**config.mk**
```make
export PLATFORM = sky130hd
export DESIGN_NAME = aqfp_c17_phase_pipe
export DESIGN_NICKNAME = d
export VERILOG_FILES = /design/src/rtl/aqfp_c17_phase_pipe.sv
export SDC_FILE = /design/constraint.sdc
export NUM_CORES = 1
export LEC_CHECK = 0
export CAP_MARGIN = 10
export CORE_ASPECT_RATIO = 1.5
export CORE_MARGIN = 1
export CORE_UTILIZATION = 30
export DETAILED_ROUTE_END_ITERATION = 10
export DONT_BUFFER_PORTS = 1
export PLACE_DENSITY = 0.57
export SYNTH_ARGS = -nofsm -noshare
export SYNTH_HDL_FRONTEND = slang
export SYNTH_SLANG_ARGS = --single-unit
```
**constraint.sdc**
```tcl
create_clock -name clk -period 1.7 [get_ports clk]
set_clock_uncertainty 0.1 [all_clocks]
set_input_delay 0.425 -clock clk [delete_from_list [all_inputs] [get_ports clk]]
set_output_delay 0.425 -clock clk [all_outputs]
set_load 0.01 [all_outputs]
```
**src/rtl/aqfp_c17_phase_pipe.sv**
```systemverilog
// Phase-accurate golden model of the c17 benchmark on an NPH-phase AQFP clock.
// One wave is accepted per full phase cycle, and its result emerges LAT_PH ticks later; the pipeline never stalls.
module aqfp_c17_phase_pipe #(
    parameter int LANES  = 1,
    parameter int NPH    = 8,
    parameter int LAT_PH = 9,
    parameter int CNT_W  = 16
) (
    input  logic                 clk,
    input  logic                 rst,
    input  logic                 en,
    input  logic                 in_valid,
    output logic                 in_ready,
    input  logic [5*LANES-1:0]   in_vec,
    output logic                 out_valid,
    input  logic                 out_ready,
    output logic [2*LANES-1:0]   out_vec,
    output logic [NPH-1:0]       phase_oh,
    output logic                 overrun,
    output logic [CNT_W-1:0]     wave_cnt
);

    localparam int PH_W = (NPH > 2) ? $clog2(NPH) : 1;
    localparam logic [PH_W-1:0] PH_LAST = PH_W'(NPH - 1);

    logic [PH_W-1:0]    ph;
    logic [LAT_PH-1:0]  pipe_vld;
    logic [2*LANES-1:0] pipe_data [LAT_PH];
    logic [2*LANES-1:0] result;
    logic               accept;

    assign in_ready  = en & (ph == '0);
    assign accept    = in_valid & in_ready;
    assign out_valid = pipe_vld[LAT_PH-1];
    assign out_vec   = pipe_vld[LAT_PH-1] ? pipe_data[LAT_PH-1] : '0;

    // Lane fields are {N7,N6,N3,N2,N1}; results are packed as {N23,N22}.
    always_comb begin
        result = '0;
        for (int i = 0; i < LANES; i++) begin
            result[2*i]   = (in_vec[5*i] & in_vec[5*i+2])
                          | (in_vec[5*i+1] & ~(in_vec[5*i+2] & in_vec[5*i+3]));
            result[2*i+1] = ~(in_vec[5*i+2] & in_vec[5*i+3])
                          & (in_vec[5*i+1] | in_vec[5*i+4]);
        end
    end

    always_ff @(posedge clk) begin
        if (rst) begin
            ph       <= '0;
            phase_oh <= NPH'(1);
        end else if (en) begin
            ph       <= (ph == PH_LAST) ? '0 : ph + 1'b1;
            phase_oh <= {phase_oh[NPH-2:0], phase_oh[NPH-1]};
        end
    end

    // Bubbles enter with zero data so an idle slot can never leak a stale result.
    always_ff @(posedge clk) begin
        if (rst) begin
            pipe_vld <= '0;
            for (int i = 0; i < LAT_PH; i++) begin
                pipe_data[i] <= '0;
            end
        end else if (en) begin
            pipe_vld[0]  <= accept;
            pipe_data[0] <= accept ? result : '0;
            for (int i = 1; i < LAT_PH; i++) begin
                pipe_vld[i]  <= pipe_vld[i-1];
                pipe_data[i] <= pipe_data[i-1];
            end
        end
    end

    // The output wave leaves on every enabled edge whether or not the sink took it.
    always_ff @(posedge clk) begin
        if (rst) begin
            overrun  <= 1'b0;
            wave_cnt <= '0;
        end else if (en && out_valid) begin
            if (!out_ready) begin
                overrun <= 1'b1;
            end else if (wave_cnt != '1) begin
                wave_cnt <= wave_cnt + 1'b1;
            end
        end
    end

endmodule

```
==> flow_summary.toml, run 1 <==
[status]
status = "complete, but fails checks"
failed_checks = "setup timing"

[clock_tree]
path_clk_slew_ps = 70
numCtsBuffers = 5
cts.sinks = 55
tritoncts = "built"
htreeDepth = 2
cts_buffer_depth = 2
ctsRootBufferMaster = "clkbuf_16"
clock_latency_ps = 290

[global_route]
antenna_found_initial = 0
grt_pass1_wl_mm = 7.62
grt-ovfl-total = 0
track_usage = 0.123
grt_max_degree = 41
grt_pass1_vias = 1597

[run]
maxCapViolations = 0

[logic_synthesis]
syn_inst = 215
yosysSeqAreaShare = 0.547
synth_cell_types = 42
synth_ff_type = "dfxtp_1"
yosysTopAreaCell = "dfxtp_1"
synth_edf_count = 18
synth-seq-cells = 55
synthArstFlopShare = 0
synth_nets = 229
yosysWarnings = 0
synth_area_leaders = "dfxtp_1, edfxtp_1, mux2i_1"
syn_avg_cell_area_um2 = 10.9
synth_top_area_frac = 0.316
netlist_area_um2 = 2340

[floorplan]
io_pins = 39
core_um2 = 7560
start_util = 0.310
fp.dieH_um = 110
die_w_um = 74.1
die_area_um2 = 8170
rows = 39

[critical_path]
worst-r2r-setup-slack_ps = -40
r2r-end = "wave_cnt[8]"
crit_path_end_kind = "register"
reg2regPathDepth = 5
startpoint_type = "register"
worst-setup-path-type = "reg -> reg"
worstPathRequired_ps = 1820
path_max_fanout = 4
endpoint = "wave_cnt[8]"
r2r-start = "wave_cnt[1]"
cp-startpoint = "wave_cnt[1]"
cp.arrival_ps = 1860

[finish]
final_cell_mix = "buf_4, nor2_1, dfxtp_1"
syn_to_final_growth_pct = 28.1
fillers = 748
fin_nets = 269
antenna_cells = 0
final_common_cell = "buf_4"
final_layout_size_suffix_gt1_frac = 0.324

[timing]
slew_headroom = 0.517
setup_viol = 2
worst_slew_pin_slew_ps = 722
finalSetupTns_ps = -51.2
fin_crit_sh = 1.02
fin_ws_ps = -38.1
slew_violations = 0
hold_viol = 0
fmax_ghz = 0.575
rsz0062_at_grt = "true"
fin_crit_ps = 1740
fin_hold_ws_ps = 106

[place]
place.gp.congestion = 0.745
port_buffers = 0
dpl.hpwl_mm = 3.28

[drt]
postRouteAntennaNets = 0
drt_pre_antenna_iters = 4
wirelength_mm = 4.60
wl_per_cell_um = 12.8
drc = 0
viasPerCell = 4.75
drtIter0Drc = 45
num_vias = 1702

[power]
power_density_nw_per_um2 = 886
power.leakage_uw = 0.00123
ir_drop_v = 0.000547

[hold_path]
hp-class = "in -> reg"
[through the flow]
stage	cell area (um2)	total power (uW)	utilization	setup slack, ps	cells
6_report	3000	2660	0.396	-38.1	358
5_1_grt	3000	2750	0.396	-84.1	358
4_1_cts	2970	2700	0.392	-52.0	358
3_5_place_dp	2750	1510	0.363	-70.3	346
3_3_place_gp	2750	1510	0.363	-52.7	346
2_1_floorplan	2370	1520	-	-91.7	215
[cell type report]
cell class / count / area (um2) / area share
clock buffer: 6 / 133 / 0.0442
clock inverter: 2 / 38.8 / 0.0129
inverter: 7 / 26.3 / 0.00876
multi-input combinational: 145 / 1070 / 0.356
sequential: 55 / 1300 / 0.433
tap: 102 / 128 / 0.0426
timing repair buffer: 41 / 308 / 0.103
[state kept, by name, summed over array words and instances, names as in the netlist]
signal	cells
pipe_data	18
wave_cnt	16
pipe_vld	9
phase_oh	8
ph	3
overrun	1
[worst max-delay path, stage by stage, from the launching register on]
cell and delay [ps]:
dfxtp_2 360, ha_4 150, nand4_4 110, or3_4 360, or4_1 470, a21oi_1 130
[how the worst min path moves through the flow]
| stage | start | end | slack, ps | cells past startpoint |
|---|---|---|---|---|
| global route | rst | ph[0] | 90 | 1 |
| CTS | rst | wave_cnt[2] | 90 | 1 |
| finish | rst | wave_cnt[11] | 110 | 1 |
| detailed placement | pipe_vld[0] | pipe_vld[0] | 360 | 2 |
| floorplan | pipe_vld[0] | pipe_vld[0] | 340 | 2 |
| global placement | pipe_vld[0] | pipe_vld[0] | 370 | 2 |
[report_power, final]
group	total, uW	internal, uW	switching [uW]
Combinational	66.5	32.2	34.3
Clock	1180	717	461
Sequential	1410	1390	17.2
Total	2660	2140	513
[synth_stat cells (all sizes together) (2+ instances only)]
library cell,number
a21oi,6
a31oi,2
and2,18
buf,3
clkbuf,5
dfxtp,37
edfxtp,18
ha,4
inv,7
mux2,4
mux2i,20
nand2,9
nand3,5
nand4,5
nor2,27
nor2b,6
nor3,3
nor4,6
o21ai,6
o311ai,2
o31ai,3
o41ai,2
or3,3
or4,4
[kinds of logic (layout without fill, tap and decap cells)]
kind of cell | count (synthesis) | count (layout) | synth area share
muxes | 24 | 24 | 0.105
DFF | 55 | 55 | 0.547
buffers and inverters | 15 | 56 | 0.0246
and+or+nand+nor | 90 | 90 | 0.226
adders and majority gates | 4 | 4 | 0.0214
AOI/OAI and AO/OA | 27 | 27 | 0.0759
[per-layer routing]
metal	vias up	GRT usage	share of wire
li1	855	-	-
met1	807	0.139	0.43
met2	33	0.206	0.49
met3	7	0.0373	0.058
met4	0	0.0591	0.020
met5	-	0	0
[timing repair]
item / 4_1_cts / 5_1_grt
hold buffers: 0 / 0
setup endpoints to repair: 7 / 13
pin swaps: 5 / 4
buffers inserted: 4 / 0
gates resized for setup: 5 / 13
No activity file was read; power rests on OpenSTA's default activity.
==> inputs of run 2 (changes only) <==
--- a/config.mk
+++ b/config.mk
@@ -5,6 +5,7 @@
 export SDC_FILE = /design/constraint.sdc
 export NUM_CORES = 1
 export LEC_CHECK = 0
+export ABC_AREA = 1
 export CAP_MARGIN = 10
 export CORE_ASPECT_RATIO = 1.5
 export CORE_MARGIN = 1
@@ -12,6 +13,7 @@
 export DETAILED_ROUTE_END_ITERATION = 10
 export DONT_BUFFER_PORTS = 1
 export PLACE_DENSITY = 0.57
+export RECOVER_POWER = 100
 export SYNTH_ARGS = -nofsm -noshare
 export SYNTH_HDL_FRONTEND = slang
 export SYNTH_SLANG_ARGS = --single-unit
==> run 2 against run 1 <==
The run now ends clean. Via count is 16% higher. Flip-flop and latch count stayed put. Sequential share of layout area is 0.73 points higher. Routed wire length is 14% higher. Utilization is 3.1 points lower. Critical path depth stayed put. Final area is 2.5% lower. Worst hold slack worse by 15 ps. Critical endpoint is now in_ready. Largest cell class unchanged.
==> flow_summary.toml, run 2 <==
[status]
status = "finished clean"

[finish]
largestRegisters = "pipe_data x18, wave_cnt x16, pipe_vld x9"
regArea_um2 = 1290
syn_to_final_growth_pct = 17.5
fin_nets = 340
fillers = 849
final_cell_mix = "nor2_1, nand2_1, inv_1"
post-route-util = 0.365
antenna_cells = 0
largest_reg_flops = 18
final_cells = 432
final_layout_size_suffix_gt1_frac = 0.177
final_common_cell = "nor2_1"
multi_input_area_um2 = 983
postLayoutCellArea_um2 = 2920
top_register = "pipe_data"

[logic_synthesis]
synth-seq-cells = 55
netlist_area_um2 = 2490
synth_nets = 318
yosysTopAreaCell = "dfxtp_1"
yosys-top-cells-count = "nor2_1, nand2_1, inv_1, dfxtp_1, edfxtp_1"
yosysSeqAreaShare = 0.515
post-synth-top-count-cell = "nor2_1"
syn_inst = 304
yosysWarnings = 0
syn_avg_cell_area_um2 = 8.18
synth_top_area_frac = 0.298
synthArstFlopShare = 0
synth_edf_count = 18
synth_ff_type = "dfxtp_1"
synth_area_leaders = "dfxtp_1, edfxtp_1, nor2_1"
synth_cell_types = 30

[hold_path]
hold_path_depth = 1
hp-class = "in -> reg"
hold_start = "rst"

[critical_path]
critPathSlowestCell = "dfxtp_2"
worst-r2r-setup-slack_ps = 200
worst-path-buf-inv = 2
worstPathRequired_ps = 1170
r2r-end = "wave_cnt[9]"
r2r-start = "wave_cnt[10]"
endpoint = "in_ready"
crit_path_end_kind = "output port"
worst-setup-path-type = "reg -> out"
reg2regPathDepth = 6
path_max_fanout = 4
startpoint_type = "register"
cp_top_family = "flip-flops"
cpPeakStageDelay_ps = 340
crit_chain = "inv_1 -> ha_2 -> nand2_2 -> nor2_4 -> buf_6"
crit_cells = 5
cp-startpoint = "ph[0]"
cp.arrival_ps = 1130

[floorplan]
rows = 40
die_w_um = 76.3
core_um2 = 8010
die_area_um2 = 8670
fp.dieH_um = 114
io_pins = 39
start_util = 0.311

[power]
power.leakage_uw = 0.00125
ir_drop_v = 0.000543
power_density_nw_per_um2 = 878

[clock_tree]
numCtsBuffers = 5
clock_latency_ps = 290
cts.sinks = 55
path_clk_slew_ps = 80
tritoncts = "built"
htreeDepth = 2
ctsRootBufferMaster = "clkbuf_16"
cts_buffer_depth = 2

[place]
placed_area_um2 = 2740
port_buffers = 0
dp.cells = 423
place.gp.congestion = 0.814
dpl.hpwl_mm = 3.81

[drt]
route.met3.wl_um = 335
drt_pre_antenna_iters = 4
dr_wl_met2_mm = 2.78
wl_per_cell_um = 12.2
num_vias = 1976
routed.top_layer = "met4"
wirelength_mm = 5.25
viasPerCell = 4.57
drc = 0
postRouteAntennaNets = 0
drtIter0Drc = 79
drt-met1-wl_mm = 2.10

[timing]
fin_crit_sh = 0.973
setup_viol = 0
worst_slew_pin_slew_ps = 898
slew_violations = 0
slew_headroom = 0.401
fmax_ghz = 0.604
fin_crit_ps = 1650
hold_viol = 0

[global_route]
grt_pass1_vias = 1990
antenna_found_initial = 0
grt_pass1_wl_mm = 9.03
track_usage = 0.130
grt_max_degree = 23
grt-ovfl-total = 0

[run]
maxCapViolations = 0
## run 2: final cells by class
cell class,count,share of cell area
multi-input cells,188,0.336
flip-flops and latches,55,0.440
repair buffers,22,0.0586
inverters,54,0.0693
well taps,105,0.0449
clock buffers,5,0.0428
clock inverters,3,0.00771
## run 2: how the worst min path moves through the flow
stage                  endpoint  slack, ps
CTS                     overrun         80
global placement          ph[2]        350
floorplan                 ph[2]        340
detailed placement  pipe_vld[4]        360
global route            overrun         80
finish                  overrun         90
## run 2: timing repair
action	CTS	global route
hold endpoints to repair	0	0
setup buffers	0	1
hold buffers	0	0
resized for setup	0	13
setup endpoints to repair	0	12
## run 2: routing by layer
layer	vias to the layer above	global-route usage
li1	1008	-
met1	902	0.135
met2	62	0.249
met3	4	0.0424
met4	0	0.0346
met5	-	0
## run 2: power breakdown
group	leakage (uW)	switching, uW	total [uW]	internal, uW
sequential	0.000501	17.7	1410	1400
combinational	0.000679	69.2	107	38.1
clock	0.0000708	493	1050	554
total	0.00125	580	2570	1990
## run 2: through the flow
step	setup TNS, ps	hold WS, ps	setup WS, ps	total power [uW]
4_1_cts	0	83.0	5.20	2600
3_3_place_gp	0	352	126	1540
2_1_floorplan	0	344	75.9	1510
5_1_grt	-3.10	77.6	-3.10	2680
6_report	0	90.6	45.6	2570
3_5_place_dp	0	362	88.5	1550
## run 2: cells by family (layout without fill, tap and decap cells)
logic type / Yosys count / after routing / share of synthesized area
buffers and inverters: 61 / 84 / 0.0976
AOI/OAI and AO/OA: 32 / 32 / 0.0739
DFF: 55 / 55 / 0.515
adders and majority gates: 4 / 4 / 0.0201
and+or+nand+nor: 152 / 152 / 0.293
## run 2: worst register-to-register path: stages (launching register included)
cell and delay, ps:
dfxtp_1 450, nand2_1 150, nor2_4 200, nand4_4 130, buf_12 170, a21oi_1 140
nor2_1 60
==> inputs of run 3 (changes only) <==
--- a/config.mk
+++ b/config.mk
@@ -6,7 +6,7 @@
 export NUM_CORES = 1
 export LEC_CHECK = 0
 export ABC_AREA = 1
-export CAP_MARGIN = 10
+export CAP_MARGIN = 20
 export CORE_ASPECT_RATIO = 1.5
 export CORE_MARGIN = 1
 export CORE_UTILIZATION = 30
==> results of run 3 <==
No change in the layout: final DEF, timing and power equal those of run 2.
==> RTL edit: new RTL, flow settings as in run 2 <==
Reset style: asynchronous (`rst`), changed in 3 clocked blocks.
--- a/src/rtl/aqfp_c17_phase_pipe.sv
+++ b/src/rtl/aqfp_c17_phase_pipe.sv
@@ -45,7 +45,7 @@
         end
     end
 
-    always_ff @(posedge clk) begin
+    always_ff @(posedge clk or posedge rst) begin
         if (rst) begin
             ph       <= '0;
             phase_oh <= NPH'(1);
@@ -56,7 +56,7 @@
     end
 
     // Bubbles enter with zero data so an idle slot can never leak a stale result.
-    always_ff @(posedge clk) begin
+    always_ff @(posedge clk or posedge rst) begin
         if (rst) begin
             pipe_vld <= '0;
             for (int i = 0; i < LAT_PH; i++) begin
@@ -73,7 +73,7 @@
     end
 
     // The output wave leaves on every enabled edge whether or not the sink took it.
-    always_ff @(posedge clk) begin
+    always_ff @(posedge clk or posedge rst) begin
         if (rst) begin
             overrun  <= 1'b0;
             wave_cnt <= '0;
Formal check against the unedited RTL: differs if rst is asserted again (counterexample within 4 cycles, from zero or initial values and one cycle with rst high); with rst held inactive, the same outputs for 10 cycles.
==> RTL edit against run 2 <==
Worst setup slack gained 0.029 ns. Count of clock-buffer cells in the layout grew 2. Cell area decreased by 0.94%. Routed wire length decreased by 3.3%. Sequential cell count unchanged. Synthesized area up 1.7%. Critical endpoint unchanged. Highest routed layer unchanged.
Power is not compared: it rests on default switching activity, and its combinational part moved more than twofold at a synthesized area within 25%.
==> RTL edit: results (changes against run 2) <==
{
  "share_of_the_synthesized_area_in_compound_gates_ao_oa_aoi_oai": {"value": 6.04, "unit": "%", "change": "was 7.39%"},
  "wl_met2": {"value": 2520, "unit": "um", "change": "was 2780 um"},
  "route.detailed.wl_per_inst": {"value": 11.8, "unit": "um", "change": "was 12.2 um"},
  "synthAdderAreaFrac": {"value": 1.98, "unit": "%", "change": "was 2.01%"},
  "buffer_area_share": {"value": 3.63, "unit": "%", "change": "was 5.86%"},
  "slew-limit-headroom": {"value": 63.3, "unit": "%", "change": "was 40.1%"},
  "drtPass1Iterations": {"value": 6, "change": "was 4"},
  "filler_cell_count": {"value": 859, "change": "was 849"},
  "layout_clock_area_share": {"value": 4.75, "unit": "%", "change": "was 5.05%"},
  "globalRouteMet3Util": {"value": 3.98, "unit": "%", "change": "was 4.24%"},
  "postCtsHoldBufs": {"value": 1, "change": "was 0"},
  "num-clock-buffers": {"value": 7, "change": "was 5"},
  "grt_pass1_wl": {"value": 8960, "unit": "um", "change": "was 9030 um"},
  "synth_cell_types": {"value": 24, "change": "was 30"},
  "cts.repair.resized": {"value": 1, "change": "was 0"},
  "synth_async_sr_flop_share": {"value": 100, "unit": "%", "change": "was 0%"},
  "synth.cells.most_frequent": {"value": "nand2_1 (139), dfrtp_1 (54), inv_1 (26)", "change": "was nor2_1 (58), nand2_1 (55), inv_1 (52)"},
  "final_nets": {"value": 339, "change": "was 340"},
  "first_iter_violations": {"value": 31, "change": "was 79"},
  "grtUsageMet1": {"value": 14.1, "unit": "%", "change": "was 13.5%"},
  "routedLengthMet1": {"value": 2160, "unit": "um", "change": "was 2100 um"},
  "cp_slowest_stage_delay": {"value": 0.39, "unit": "ns", "change": "was 0.34 ns"},
  "largest_net_degree_at_the_start_of_global_routing": {"value": 41, "change": "was 23"},
  "number_of_synthesized_flops_with_an_enable_pin": {"value": 0, "change": "was 18"},
  "netlist.area_leader.share": {"value": 53.4, "unit": "%", "change": "was 29.8%"},
  "signal_buffers": {"value": 19, "change": "was 22"},
  "grt_pass1_vias": {"value": 1984, "change": "was 1990"},
  "gpl.final_weighted_congestion": {"value": 0.789, "change": "was 0.814"},
  "synth_xor_xnor_area_share": {"value": 2.42, "unit": "%", "change": "was 0%"},
  "wl_met3": {"value": 342, "unit": "um", "change": "was 335 um"},
  "status": {"value": "complete, no violations", "change": "unchanged"}
}
-- RTL edit: changes by cell type after synthesis, sizes merged, moves of 11 or more --
cell / run 2 / this run
a21oi: 11 / 0
dfrtp: 0 / 54
dfxtp: 37 / 0
edfxtp: 18 / 0
inv: 54 / 26
nand2: 58 / 141
nor2: 67 / 22
o21ai: 6 / 25
o22ai: 13 / 0
-- RTL edit: path summary, 6_finish.rpt --
check,start,end,slack [ns],depth (start not counted)
setup / recovery,ph[1],in_ready,0.07,4
hold / removal,out_ready,overrun,0.13,1
setup reg to reg,wave_cnt[2],wave_cnt[13],0.12,5
hold reg to reg,pipe_data[10],pipe_data[8],0.37,2
max in group asynchronous,rst,pipe_data[13],0.26,3
min in group asynchronous,rst,wave_cnt[5],0.56,2
-- RTL edit: kinds of logic (layout without fill, tap and decap cells) --
logic type,after synthesis,in the layout
compound gates,27,27
xor+xnor,7,7
fa+ha+maj,4,4
buf+inv,35,54
flops,55,55
simple gates,179,179
-- RTL edit: stage by stage --
step	hold slack (ns)	cell area (um2)	cells	total power [mW]	utilization, %
2_1_floorplan	0.342	2530	307	1.94	-
3_3_place_gp	0.278	2750	419	2.05	33.9
3_5_place_dp	0.289	2750	419	2.08	33.9
4_1_cts	0.125	2900	428	3.09	35.8
5_1_grt	0.130	2900	431	3.30	35.7
6_report	0.132	2900	431	3.11	35.7
-- RTL edit: power by group through the flow --
stage / Combinational (mW) / Sequential [mW] / Clock, mW
floorplan: 0.279 / 1.66 / 0
global placement: 0.388 / 1.66 / 0
detailed placement: 0.406 / 1.67 / 0
CTS: 0.411 / 1.65 / 1.03
global route: 0.549 / 1.68 / 1.08
finish: 0.469 / 1.65 / 0.987
